## src/rtl/ccg_response_inverter.sv

```systemverilog
// ccg_response_inverter
// Sequential inverse lookup over a programmable truth table. Given a target
// response, scans every input vector in ascending order and streams out each
// vector whose stored response matches, then pulses done with the match count.
//
// Optional feature macro: CCG_DONTCARE_MASK_EN
//   defined   -> q_mask port exists; match is ((tt ^ target) & mask) == 0
//   undefined -> exact N_OUT-bit equality, no q_mask port
//
// state | meaning
// ------+----------------------------------------------------------------
// IDLE  | accepting table writes and queries, q_ready high
// SCAN  | comparing tt[addr] against the latched target, one entry per cycle
// EMIT  | r_valid held with r_vec until the consumer takes it
// DONE  | one-cycle done pulse with match_cnt, then back to IDLE

module ccg_response_inverter #(
  parameter int N_IN  = 3,
  parameter int N_OUT = 4
) (
  input  logic             clk,
  input  logic             rst,
  input  logic             tt_we,
  input  logic [N_IN-1:0]  tt_addr,
  input  logic [N_OUT-1:0] tt_data,
  input  logic             q_valid,
  output logic             q_ready,
  input  logic [N_OUT-1:0] q_target,
`ifdef CCG_DONTCARE_MASK_EN
  input  logic [N_OUT-1:0] q_mask,
`endif
  output logic             r_valid,
  input  logic             r_ready,
  output logic [N_IN-1:0]  r_vec,
  output logic             done,
  output logic [N_IN:0]    match_cnt,
  output logic             busy
);

  localparam int              DEPTH     = 1 << N_IN;
  localparam logic [N_IN-1:0] ADDR_LAST = N_IN'(DEPTH - 1);
  // The counter is one bit wider than addr so a full-table match (DEPTH) fits.
  localparam logic [N_IN:0]   CNT_MAX   = (N_IN + 1)'(DEPTH);

  typedef enum logic [1:0] {
    IDLE = 2'd0,
    SCAN = 2'd1,
    EMIT = 2'd2,
    DONE = 2'd3
  } state_t;

  state_t           state;
  logic [N_IN-1:0]  addr;
  logic [N_IN:0]    cnt;
  logic [N_OUT-1:0] target;
  logic [N_OUT-1:0] tt [DEPTH];
  logic [N_OUT-1:0] entry;
  logic             hit;
  logic             addr_last;

  assign entry     = tt[addr];
  assign addr_last = (addr == ADDR_LAST);

`ifdef CCG_DONTCARE_MASK_EN
  logic [N_OUT-1:0] mask;
  assign hit = (((entry ^ target) & mask) == '0);
`else
  assign hit = (entry == target);
`endif

  // q_ready is gated by rst so it reads low for the whole reset assertion.
  assign q_ready = (state == IDLE) && !rst;
  assign busy    = (state != IDLE);

  // Truth table: written only in IDLE, so a running scan sees a frozen table.
  always_ff @(posedge clk or posedge rst) begin
    if (rst) begin
      for (int i = 0; i < DEPTH; i++) tt[i] <= '0;
    end else if (tt_we && (state == IDLE)) begin
      tt[tt_addr] <= tt_data;
    end
  end

  // Scan FSM with registered result, done and count outputs.
  always_ff @(posedge clk or posedge rst) begin
    if (rst) begin
      state     <= IDLE;
      addr      <= '0;
      cnt       <= '0;
      target    <= '0;
`ifdef CCG_DONTCARE_MASK_EN
      mask      <= '0;
`endif
      r_valid   <= 1'b0;
      r_vec     <= '0;
      done      <= 1'b0;
      match_cnt <= '0;
    end else begin
      case (state)
        IDLE: begin
          if (q_valid) begin
            target <= q_target;
`ifdef CCG_DONTCARE_MASK_EN
            mask   <= q_mask;
`endif
            addr   <= '0;
            cnt    <= '0;
            state  <= SCAN;
          end
        end
        SCAN: begin
          if (hit) begin
            r_vec   <= addr;
            r_valid <= 1'b1;
            if (cnt != CNT_MAX) cnt <= cnt + 1'b1;
            state   <= EMIT;
          end else if (addr_last) begin
            done      <= 1'b1;
            match_cnt <= cnt;
            state     <= DONE;
          end else begin
            addr <= addr + 1'b1;
          end
        end
        EMIT: begin
          // r_valid is always high here, so r_ready alone completes the handshake.
          if (r_ready) begin
            r_valid <= 1'b0;
            if (addr_last) begin
              done      <= 1'b1;
              match_cnt <= cnt;
              state     <= DONE;
            end else begin
              addr  <= addr + 1'b1;
              state <= SCAN;
            end
          end
        end
        DONE: begin
          done  <= 1'b0;
          state <= IDLE;
        end
        default: state <= IDLE;
      endcase
    end
  end

endmodule

```

## config.mk

```make
export PLATFORM = sky130hd
export DESIGN_NAME = ccg_response_inverter
export DESIGN_NICKNAME = d
export VERILOG_FILES = /design/src/rtl/ccg_response_inverter.sv
export SDC_FILE = /design/constraint.sdc
export NUM_CORES = 1
export LEC_CHECK = 0
export ABC_AREA = 1
export ABC_CLOCK_PERIOD_IN_PS = 4700
export CORE_UTILIZATION = 50
export CTS_CLUSTER_SIZE = 30
export DETAILED_ROUTE_END_ITERATION = 8
export GPL_ROUTABILITY_DRIVEN = 0
export HOLD_SLACK_MARGIN = 0.05
export PLACE_DENSITY_LB_ADDON = 0.05
export RECOVER_POWER = 50
export SYNTH_ARGS = -nofsm -noshare
export SYNTH_HDL_FRONTEND = slang
export SYNTH_SLANG_ARGS = --single-unit
```

## constraint.sdc

```tcl
create_clock -name clk -period 4.7 [get_ports clk]
set_input_delay 0.705 -clock clk [delete_from_list [all_inputs] [get_ports clk]]
set_output_delay 0.705 -clock clk [all_outputs]
set_load 0.02 [all_outputs]
```

=== Yosys cells after proc, flatten, opt, wreduce, memory -nomap -nowiden ===
Cells that the tools add are included.

* Equal/unequal tests: 12
* Magnitude comparators: 3
* Reductions and logical operators: 18
* Bitwise gates (word level): 2
* Add/sub/neg operators: 2
* Multiplexer cells: 32

{| class="wikitable"
|+ Operators with widths
! cell !! number
|-
| $mux 4 || 9
|-
| $bwmux 32 || 1
|-
| $pmux 4 s2 || 2
|-
| $bmux 4 s3 || 1
|-
| $demux 4 s3 || 1
|-
| $mux 3 || 4
|-
| $reduce_and 3->1 || 4
|-
| $mux 2 || 5
|-
| $ne 2x2->1 const B || 5
|-
| $pmux 3 s3 || 1
|-
| $ge 4x4->1 const B || 2
|-
| $not 3->4 || 2
|-
| $pmux 2 s4 || 1
|-
| $reduce_and 4->1 || 2
|-
| $reduce_bool 2->1 || 3
|-
| $reduce_bool 3->1 || 2
|-
| $mux 1 || 5
|-
| $add 4x1->4 const B || 1
|-
| $eq 2x2->1 const B || 2
|-
| $eq 4x4->1 || 1
|-
| $lt 4x1->1 const B || 1
|-
| $ne 4x4->1 const B || 1
|-
| $reduce_and 2->1 || 2
|-
| $add 3x1->3 const B || 1
|-
| 8 further kinds || 10
|}

* Input bits: 16
* Register bits after elaboration: 54
* Output and inout bits: 11

=== Depth between registers and ports, before layout ===
Gate-level depths: netlist (run 1).

* Depth in word-level cells: 7
* Depth in mapped cells: 15
* Gate-level depth less buffers: 15

=== Least setup slack after synthesis (run 1) ===
No wires, ideal clock.

* Path type: register -> output
* From: register state[0]
* To: output q_ready
* Path slack: 2.809 ns
* Path buffers: 0
* Arrival: 1.186 ns
* Required time: 3.995 ns
* Stages on the path, launching flop included: 5
* Cell sequence: dfrtp_1 inv_1 ha_1 inv_1 nor2_1

* Longest elaborated chain between the ends: 2

{| class="wikitable"
|+ RTL lines
! what !! line !! text
|-
| start: declaration || 52 || <nowiki>state_t state;</nowiki>
|-
| start signal: assignment || 87 || <nowiki>state <= IDLE;</nowiki>
|-
| start signal: assignment || 108 || <nowiki>state <= SCAN;</nowiki>
|-
| start signal: assignment || 116 || <nowiki>state <= EMIT;</nowiki>
|-
| $logic_not 2->1 || 72 || <nowiki>assign q_ready = (state == IDLE) && !rst;</nowiki>
|-
| $logic_and 1x1->1 || 72 ||
|-
| end: declaration || 27 || <nowiki>output logic q_ready,</nowiki>
|}

Every way passes these cells.

=== Worst setup path after layout (run 1) ===
* From: input rst
* To: output q_ready

* Longest elaborated chain between the ends: 2

{| class="wikitable"
|+ RTL lines
! what !! line !! text
|-
| start: declaration || 22 || <nowiki>input logic rst,</nowiki>
|-
| $logic_not 1->1 (no line) || - ||
|-
| $logic_and 1x1->1 || 72 ||
|}

Every way passes these cells.

==> results by group, run 1 <==
Outcome
  • Status: completed

Min path
  • Hold crit path type: reg -> reg

Timing
  • Fmax: 0.374 GHz
  • Hold Fails Final Rpt: 0
  • Final Skew: 0.0107 ns
  • Period utilisation layout: 56.8%
  • RSZ-0062 raised after global routing: no
  • Max-slew headroom: 54.6%
  • Slew Limit Fails: 0
  • Final setup violating endpoints: 0
  • Post-layout min period: 2.67 ns
  • Final worst setup slack: 2.03 ns
  • Setup TNS: 0 ns
  • Worst slew pin tran: 0.681 ns

Place
  • Area after DPL: 3150 um^2
  • Port Buffers: 26
  • Placed Cells: 455
  • Dpl hpwl: 4030 um
  • Post-place setup slack: 2.14 ns

Setup path
  • CP Class: in -> out
  • Worst path required time: 3.99 ns
  • Crit path arrival time: 1.97 ns
  • Crit path capture type: output port
  • CP max stage cell: clkdlybuf4s50_1
  • Worst setup SP type: primary input
  • CP Max Fanout: 2
  • CP peak stage delay: 0.60 ns
  • Worst path cell trace: dlygate4sd3_1 > nor2_1 > clkdlybuf4s50_1

Floorplanning
  • Core footprint: 5470 um^2
  • Initial Utilization: 51.7%
  • Num rows: 27
  • Die W: 77.3 um
  • Die ar.: 5970 um^2
  • Die height: 77.3 um
  • IO Pins: 27

Logic synthesis
  • Distinct cells, synth: 24
  • Synth Register Bits: 54
  • Cells after synthesis: 361
  • Cell Area, Synth: 2830 um^2
  • Leading area contributor after synthesis: dfrtp_1
  • Yosys Warn Count: 0
  • Area contributors post-synth: dfrtp_1 (48%), nand2_1 (16%), o21ai_0 (7.4%), inv_1 (6.9%), nand3_1 (4.8%)
  • Share of the synthesized area in the top cell type: 47.7%
  • Seq/Total Area, Yosys: 47.7%
  • Mapped Nets: 386
  • Syn Area/Cell: 7.84 um^2

Global route
  • Grt total ovfl: 0
  • Vias in the first global route: 2,019
  • Antenna violations before repair: 0
  • Largest net degree at the start of global routing: 55
  • Total GRT Usage: 20.8%
  • First-pass GRT wire length: 9580 um

Power and ir drop
  • Total power: 1.93 mW
  • Leakage: 1.62 nW
  • Max VDD drop: 0.251 mV
  • Power Dens Cells: 593 nW/um^2

Route
  • DR vias/cell: 4.88
  • WL/cell: 12.2 um
  • DRC viols: 0
  • Starting DRT DRC Count: 138
  • Drt total wl: 5660 um
  • DR vias: 2,261
  • DRT antenna net count: 0
  • Drt pass-1 iters: 4

Final layout
  • Final Net Count: 415
  • Ant. Diodes: 0
  • Fin cells: 463
  • Synth-to-layout area growth: 15.0%
  • Most frequent cells in the layout: nand2_1 (123), dfrtp_1 (54), inv_1 (51), o21ai_0 (42), nand3_1 (27)
  • Design area: 3260 um^2
  • Layout cells sized above 1: 7.42%
  • Most common cell after layout, fill and taps aside: nand2_1

CTS
  • Clock sink count: 54
  • Clock transition at path regs: 0.09 ns
  • Worst skew pair latency: 0.31 ns
  • Post_cts resized: 0
  • CTS Buffer Depth: 2
  • CTS tree: done
  • Clock Root Buffer: clkbuf_8
  • CTS Hold Buffers Added: 0
  • H-tree Lvls: 2
  • Number of setup buffers added after CTS: 0
  • CTS buffer count: 5

Flow run
  • Max Cap Viol: 0
## registers in the layout (all words and copies together), names as in the netlist
register	count
r_valid	1
done	1
state	2
tt	32
addr	3
cnt	4
match_cnt	4
r_vec	3
target	4
## path summary, 6_finish.rpt
| check | start | to | cells after the start | slack [ns] |
|---|---|---|---|---|
| worst min-delay path | r_valid$_DFFE_PP0P_ | r_valid$_DFFE_PP0P_ | 2 | 0.49 |
| max in group asynchronous | rst | r_valid$_DFFE_PP0P_ | 3 | 3.20 |
| worst max-delay path | rst | q_ready | 3 | 2.03 |
| worst max register to register | addr[0]$_DFFE_PP0P_ | match_cnt[3]$_DFFE_PP0P_ | 12 | 2.35 |
| worst min register to register | r_valid$_DFFE_PP0P_ | r_valid$_DFFE_PP0P_ | 2 | 0.49 |
| min in group asynchronous | rst | cnt[1]$_DFFE_PP0P_ | 3 | 1.02 |
## cells in the mapped netlist
| cell type | number |
|---|---|
| nand3_2 | 1 |
| inv_1 | 52 |
| xor2_1 | 1 |
| o21bai_1 | 1 |
| dfrtp_1 | 54 |
| nor3_1 | 1 |
| o21ai_0 | 42 |
| buf_2 | 2 |
| ha_1 | 9 |
| or2_2 | 2 |
| nand2_1 | 123 |
| a21oi_1 | 4 |
| nand3b_1 | 2 |
| nor2_1 | 14 |
| a41oi_1 | 1 |
| buf_6 | 3 |
| mux2_2 | 2 |
| o21ai_2 | 4 |
| o21ai_1 | 5 |
| inv_2 | 1 |
| nand3_4 | 2 |
| nand2_2 | 6 |
| nor2_4 | 2 |
| nand3_1 | 27 |
## per-layer routing
layer	wire, um	vias up	part of all wire, %	track usage, %
met4	90	0	1.6	6.79
met3	214	8	3.8	4.17
li1	-	1187	-	-
met2	2490	31	44	31.2
met1	2860	1035	51	29.8
met5	0	-	0	0
## power breakdown
part / switching [mW] / internal (mW) / total (mW)
Combinational: 0.525 / 0.335 / 0.860
Clock: 0.151 / 0.149 / 0.300
Sequential: 0.137 / 0.635 / 0.772
Total: 0.813 / 1.12 / 1.93
## worst max-delay path, delay by kind of cell
kind / cells / cell delay (ns)
AND/OR/NAND/NOR: 1 / 0.10
buffers and inverters: 2 / 1.15
## logic make-up (layout without fill, tap and decap cells)
| family | after synthesis | after routing | synth area share [%] |
|---|---|---|---|
| multiplexers | 2 | 2 | 0.795 |
| adder cells (fa/ha/maj) | 9 | 9 | 3.98 |
| XOR/XNOR | 1 | 1 | 0.309 |
| AND/OR/NAND/NOR | 180 | 180 | 27.8 |
| buffers and inverters | 58 | 88 | 8.57 |
| AO/OA/AOI/OAI | 57 | 57 | 10.8 |
| flip-flops | 54 | 54 | 47.7 |
## layout make-up
cell class,count,area [um^2]
Fill cell,543,2220
Sequential cell,54,1350
Multi-Input combinational cell,249,1240
Timing Repair Buffer,27,268
Inverter,53,199
Clock buffer,8,110
Tap cell,72,90.1
## metrics by stage
step | util [%] | hold slack [ns]
after floorplan | - | 0.453
after global placement | 57.5 | 0.466
after detailed placement | 57.5 | 0.473
after CTS | 59.5 | 0.496
after global routing | 59.5 | 0.512
final | 59.5 | 0.489
(Power assumes the default switching activity.)
==> inputs of run 2 (changes only) <==
Settings changed: ABC_CLOCK_PERIOD_IN_PS 4700 to 2400.
Clock period 4.7 ns to 2.4 ns, I/O delays scaled along.
==> run 2 against run 1 <==
Compared with the run above:
- hold slack barely moved
- register-to-register slack worse by 1.8 ns
- combinational power rose by 110%
- core utilization rose by 0.16 points
- clock skew grew 0.0035 ns
- count of clock-buffer cells in the layout down 1
- first-iteration DRC count increased by 8.0%
- critical path depth increased by 2
- flip-flop and latch count unchanged
- routed wire length rose by 3.9%
- clock power rose by 100%
- critical endpoint unchanged
==> results by group, run 2 (synthesis results as in run 1) <==
Global route
  • Antenna violations before repair: 0
  • Largest net degree at the start of global routing: 55
  • Grt total ovfl: 0
  • Vias in the first global route: 2,149
  • First-pass GRT wire length: 10,300 um
  • Total GRT Usage: 22.4%

Final layout
  • Most frequent cells in the layout: nand2_1 (123), dfrtp_1 (54), inv_1 (51), o21ai_0 (42), nand3_1 (27)
  • Final Net Count: 417
  • Max reg flops: 32
  • Synth-to-layout area growth: 15.3%
  • Layout cells sized above 1: 7.38%
  • Layout fillers: 540
  • Core Util, Final: 59.6%
  • Largest Register: tt
  • Most common cell after layout, fill and taps aside: nand2_1
  • Ant. Diodes: 0

Setup path
  • Crit path capture type: output port
  • CP Max Fanout: 7
  • Reg-to-reg startpoint: addr[0]$_DFFE_PP0P_
  • CP Class: reg -> out
  • Worst path required time: 2.04 ns
  • Crit. Startpoint: state[0]$_DFFE_PP0P_
  • Worst setup SP type: flip-flop
  • Crit path arrival time: 1.89 ns

Power and ir drop
  • Logic pwr share: 46.0%
  • Switching pwr: 1.62 mW
  • Clk pwr share: 15.8%
  • Sw Share: 42.1%
  • Seq pwr share: 38.3%
  • Power Dens Cells: 1180 nW/um^2
  • Max VDD drop: 0.555 mV
  • Leakage: 1.63 nW
  • Internal power: 2.23 mW
  • Total power: 3.84 mW

Route
  • DRC viols: 0
  • Drt total wl: 5880 um
  • Drt pass-1 iters: 6
  • WL/cell: 12.6 um
  • DR vias: 2,313
  • Starting DRT DRC Count: 149
  • DR vias/cell: 4.97
  • DRT antenna net count: 0

Timing
  • Post-layout min period: 2.25 ns
  • Max-slew headroom: 10.4%
  • Worst slew pin tran: 1.34 ns
  • Final setup violating endpoints: 0
  • Setup TNS: 0 ns
  • RSZ-0062 raised after global routing: no
  • Slew Limit Fails: 0
  • Final Skew: 0.0143 ns
  • Fmax: 0.445 GHz
  • Period utilisation layout: 93.7%
  • Final worst setup slack: 0.151 ns
  • Hold Fails Final Rpt: 0

Floorplanning
  • Die W: 77.3 um
  • Die height: 77.3 um
  • Initial Utilization: 51.7%
  • Die ar.: 5970 um^2
  • IO Pins: 27
  • Num rows: 27
  • Core footprint: 5470 um^2

CTS
  • CTS buffer count: 5
  • Worst skew pair latency: 0.31 ns
  • H-tree Lvls: 2
  • CTS tree: done
  • Clock sink count: 54
  • Number of setup buffers added after CTS: 0
  • Post_cts resized: 0
  • CTS Buffer Depth: 2
  • Clock Root Buffer: clkbuf_8
  • Clock transition at path regs: 0.10 ns
  • CTS Hold Buffers Added: 0

Place
  • Port Buffers: 26
  • Post-place setup slack: 0.468 ns
  • Dpl hpwl: 4220 um

Min path
  • Hold crit path type: reg -> reg
  • Min-delay src: match_cnt[2]$_DFFE_PP0P_

Outcome
  • Status: completed

Flow run
  • Max Cap Viol: 0
-- run 2: path summary, 6_finish.rpt --
path	slack, ns	to	cells past startpoint
min in group asynchronous	0.96	cnt[0]$_DFFE_PP0P_	3
setup reg to reg	0.52	addr[0]$_DFFE_PP0P_	13
max in group asynchronous	0.61	target[3]$_DFFE_PP0P_	3
hold reg to reg	0.49	match_cnt[2]$_DFFE_PP0P_	2
hold / removal	0.49	match_cnt[2]$_DFFE_PP0P_	2
setup / recovery	0.15	q_ready	5
-- run 2: per-stage QoR --
stage               hold slack [ns]  instances  cell area [um^2]
floorplan                     0.453        361              2830
global placement              0.465        457              3170
detailed placement            0.460        457              3170
CTS                           0.456        465              3280
global route                  0.512        465              3260
finish                        0.489        465              3260
-- run 2: area by class of cell --
| class | instances | area (um^2) | share of cell area (%) |
|---|---|---|---|
| clock buffers | 7 | 76.3 | 2.34 |
| clock inverters | 1 | 30.0 | 0.920 |
| inverters | 53 | 199 | 6.09 |
| multi-input cells | 249 | 1240 | 37.9 |
| flip-flops and latches | 54 | 1350 | 41.4 |
| well taps | 72 | 90.1 | 2.76 |
| repair buffers | 29 | 280 | 8.59 |
-- run 2: layer usage --
metal	vias up	global-route usage (%)	part of all wire (%)
met5	-	0	0
li1	1200	-	-
met1	1071	32.1	49
met3	5	3.81	4.0
met2	37	34.6	46
met4	0	6.79	1.3
-- run 2: power groups by stage --
stage               Combinational [mW]  Clock [mW]  Sequential [mW]
CTS                               1.79       0.620             1.47
global route                      2.05       0.653             1.52
detailed placement                1.78           0             1.49
global placement                  1.74           0             1.48
finish                            1.77       0.606             1.47
floorplan                         1.38           0             1.46
-- run 2: critical path, cell delays in order (launching register included) --
cell and delay [ns]:
dfrtp_1 0.45, inv_1 0.12, ha_1 0.23, inv_1 0.09
nor2_1 0.09, clkdlybuf4s50_1 0.61
==> inputs of run 3 (changes only) <==
Settings changed: ABC_AREA 1 to 0.
==> run 3 against run 2 <==
Compared with the run above:
- global-route usage is 2.3 points lower
- fmax shrank 2.6%
- via count decreased by 19%
- design area is 2.6% higher
- register-to-register slack worse by 0.43 ns
- count of clock-buffer cells in the layout did not move
- sequential share of layout area down 1.0 points
- core utilization is 4.7 points higher
- first-iteration DRC count fell by 78%
- flip-flop and latch count unchanged
- synthesized cell count is 39% lower
- critical path type is now reg -> reg
==> results by group, run 3 <==
CTS
  • Worst skew pair latency: 0.30 ns
  • Clock transition at path regs: 0.09 ns
  • CTS buffer count: 5
  • Clock Root Buffer: clkbuf_8
  • CTS tree: done
  • H-tree Lvls: 2
  • CTS Buffer Depth: 2
  • Clock sink count: 54
  • CTS Hold Buffers Added: 0

Global route
  • First-pass GRT wire length: 9090 um
  • Largest net degree at the start of global routing: 34
  • Antenna violations before repair: 0
  • Total GRT Usage: 20.1%
  • Vias in the first global route: 1,844
  • Grt total ovfl: 0

Route
  • DRT antenna net count: 0
  • DR vias: 1,863
  • Starting DRT DRC Count: 33
  • DR vias/cell: 5.48
  • Drt pass-1 iters: 4
  • DRC viols: 0
  • Drt total wl: 5390 um
  • WL/cell: 15.9 um

Final layout
  • Max reg flops: 32
  • Synth-to-layout area growth: 21.0%
  • Fin cells: 340
  • Design area: 3350 um^2
  • Ant. Diodes: 0
  • Most frequent cells in the layout: dfrtp_1 (53), mux2_2 (44), clkdlybuf4s50_1 (25), mux2i_1 (19), buf_4 (19)
  • Largest Register: tt
  • Layout cells sized above 1: 30.4%
  • Most common cell after layout, fill and taps aside: dfrtp_1
  • Final Net Count: 294

Floorplanning
  • Num rows: 26
  • Initial Utilization: 53.1%
  • Die ar.: 5830 um^2
  • IO Pins: 27
  • Die W: 76.4 um
  • Core footprint: 5200 um^2
  • Die height: 76.4 um

Power and ir drop
  • Logic pwr share: 48.7%
  • Leakage: 1.51 nW
  • Internal power: 2.51 mW
  • Seq pwr share: 38.1%
  • Max VDD drop: 0.517 mV
  • Clk pwr share: 13.2%
  • Power Dens Cells: 1160 nW/um^2
  • Sw Share: 35.5%
  • Total power: 3.89 mW
  • Switching pwr: 1.38 mW

Logic synthesis
  • Share of the synthesized area in the top cell type: 48.8%
  • Area contributors post-synth: dfrtp_1 (49%), mux2_2 (18%), mux2i_1 (6.9%), ha_1 (4.1%), mux4_2 (3.3%)
  • Cell Area, Synth: 2770 um^2
  • Cells after synthesis: 221
  • Mapped Nets: 246
  • Most frequent cell after synthesis: dfrtp_1
  • Post-synth ARST share: 100%
  • Post-synth top flop: dfrtp_1
  • Number of synthesized flops with an enable pin: 0
  • Syn Area/Cell: 12.5 um^2
  • Seq/Total Area, Yosys: 48.8%
  • Distinct cells, synth: 35
  • Synth Register Bits: 54
  • Yosys Warn Count: 0
  • Leading area contributor after synthesis: dfrtp_1
  • Most instantiated cells after synthesis: dfrtp_1 (54), mux2_2 (44), mux2i_1 (19)

Setup path
  • Worst path required time: 2.60 ns
  • Crit path capture type: flip-flop
  • Crit path arrival time: 2.51 ns
  • CP Max Fanout: 16
  • CP Class: reg -> reg
  • Worst setup SP type: flip-flop

Place
  • Dpl hpwl: 3900 um
  • Area after DPL: 3230 um^2
  • Placed Cells: 329
  • Port Buffers: 26

Timing
  • Max-slew headroom: 39.2%
  • Slew Limit Fails: 0
  • Final Skew: 0.00680 ns
  • Fmax: 0.433 GHz
  • Final setup violating endpoints: 0
  • Post-layout min period: 2.31 ns
  • Worst slew pin tran: 0.912 ns
  • Period utilisation layout: 96.2%
  • Hold Fails Final Rpt: 0

Outcome
  • Status: completed

Flow run
  • Max Cap Viol: 0

Min path
  • Hold crit path type: reg -> reg
==> run 3: final timing paths <==
check	endpoint	cells after the start	from	slack, ns
max in group asynchronous	tt[0]$_DFFE_PP0P_	3	rst	1.00
worst max register to register	state[1]$_DFFE_PP0P_	8	addr[0]$_DFFE_PP0P_	0.09
worst min-delay path	tt[17]$_DFFE_PP0P_	1	tt[17]$_DFFE_PP0P_	0.51
worst min register to register	tt[17]$_DFFE_PP0P_	1	tt[17]$_DFFE_PP0P_	0.51
worst max-delay path	state[1]$_DFFE_PP0P_	8	addr[0]$_DFFE_PP0P_	0.09
min in group asynchronous	addr[2]$_DFFE_PP0P_	2	rst	0.71
==> run 3: power by group through the flow <==
stage	clock network, mW	logic, mW	registers, mW
2_1_floorplan	0	1.28	1.49
3_3_place_gp	0	1.78	1.50
3_5_place_dp	0	1.81	1.50
4_1_cts	0.535	1.84	1.48
5_1_grt	0.567	2.06	1.52
6_report	0.515	1.89	1.48
==> run 3: per-layer routing <==
layer | up-vias | wire, um | part of all wire [%] | track usage (%)
li1 | 885 | - | - | -
met1 | 939 | 2550 | 47 | 27.4
met2 | 30 | 2620 | 49 | 32.3
met3 | 9 | 125 | 2.3 | 2.87
met4 | 0 | 90 | 1.7 | 8.27
met5 | - | 0 | 0 | 0
==> run 3: what timing repair did <==
item	in CTS	in global routing
cloned	0	0
resized for setup	3	2
pin swaps	0	2
setup endpoints to repair	15	10
setup buffers	1	2
==> run 3: critical path: stages (launching register included) <==
cell and delay (ns):
dfrtp_1 0.41, buf_12 0.16, mux2i_1 0.13, mux4_2 0.49, xor2_1 0.21, nand4_1 0.20, buf_4 0.19, mux2_2 0.26
o21a_1 0.16
==> run 3: per-stage QoR <==
step                      hold WS, ns  setup WS (ns)  util (%)  TNS, ns
after floorplan                 0.479         0.0629         -        0
after global placement          0.489        -0.0782      62.0   -0.434
after detailed placement        0.492         -0.127      62.0   -0.882
after CTS                       0.445         0.0136      64.0        0
after global routing            0.528        -0.0386      64.3   -0.115
final                           0.509         0.0908      64.3        0
==> run 3: cell type report <==
cell class / count / area [um^2]
clock buffer: 7 / 86.3
clock inverter: 1 / 5.00
fill: 426 / 1860
inverter: 11 / 41.3
multi-input combinational: 150 / 1330
sequential: 54 / 1350
tap: 70 / 87.6
timing repair buffer: 47 / 443
==> run 3: cells by family after synthesis <==
logic type | Yosys count | synth area share [%]
multiplexers | 68 | 28.4
flip-flops | 54 | 48.8
AND/OR/NAND/NOR | 47 | 8.32
XOR/XNOR | 4 | 1.27
adder cells (fa/ha/maj) | 9 | 4.07
buffers and inverters | 17 | 3.17
AO/OA/AOI/OAI | 22 | 5.88
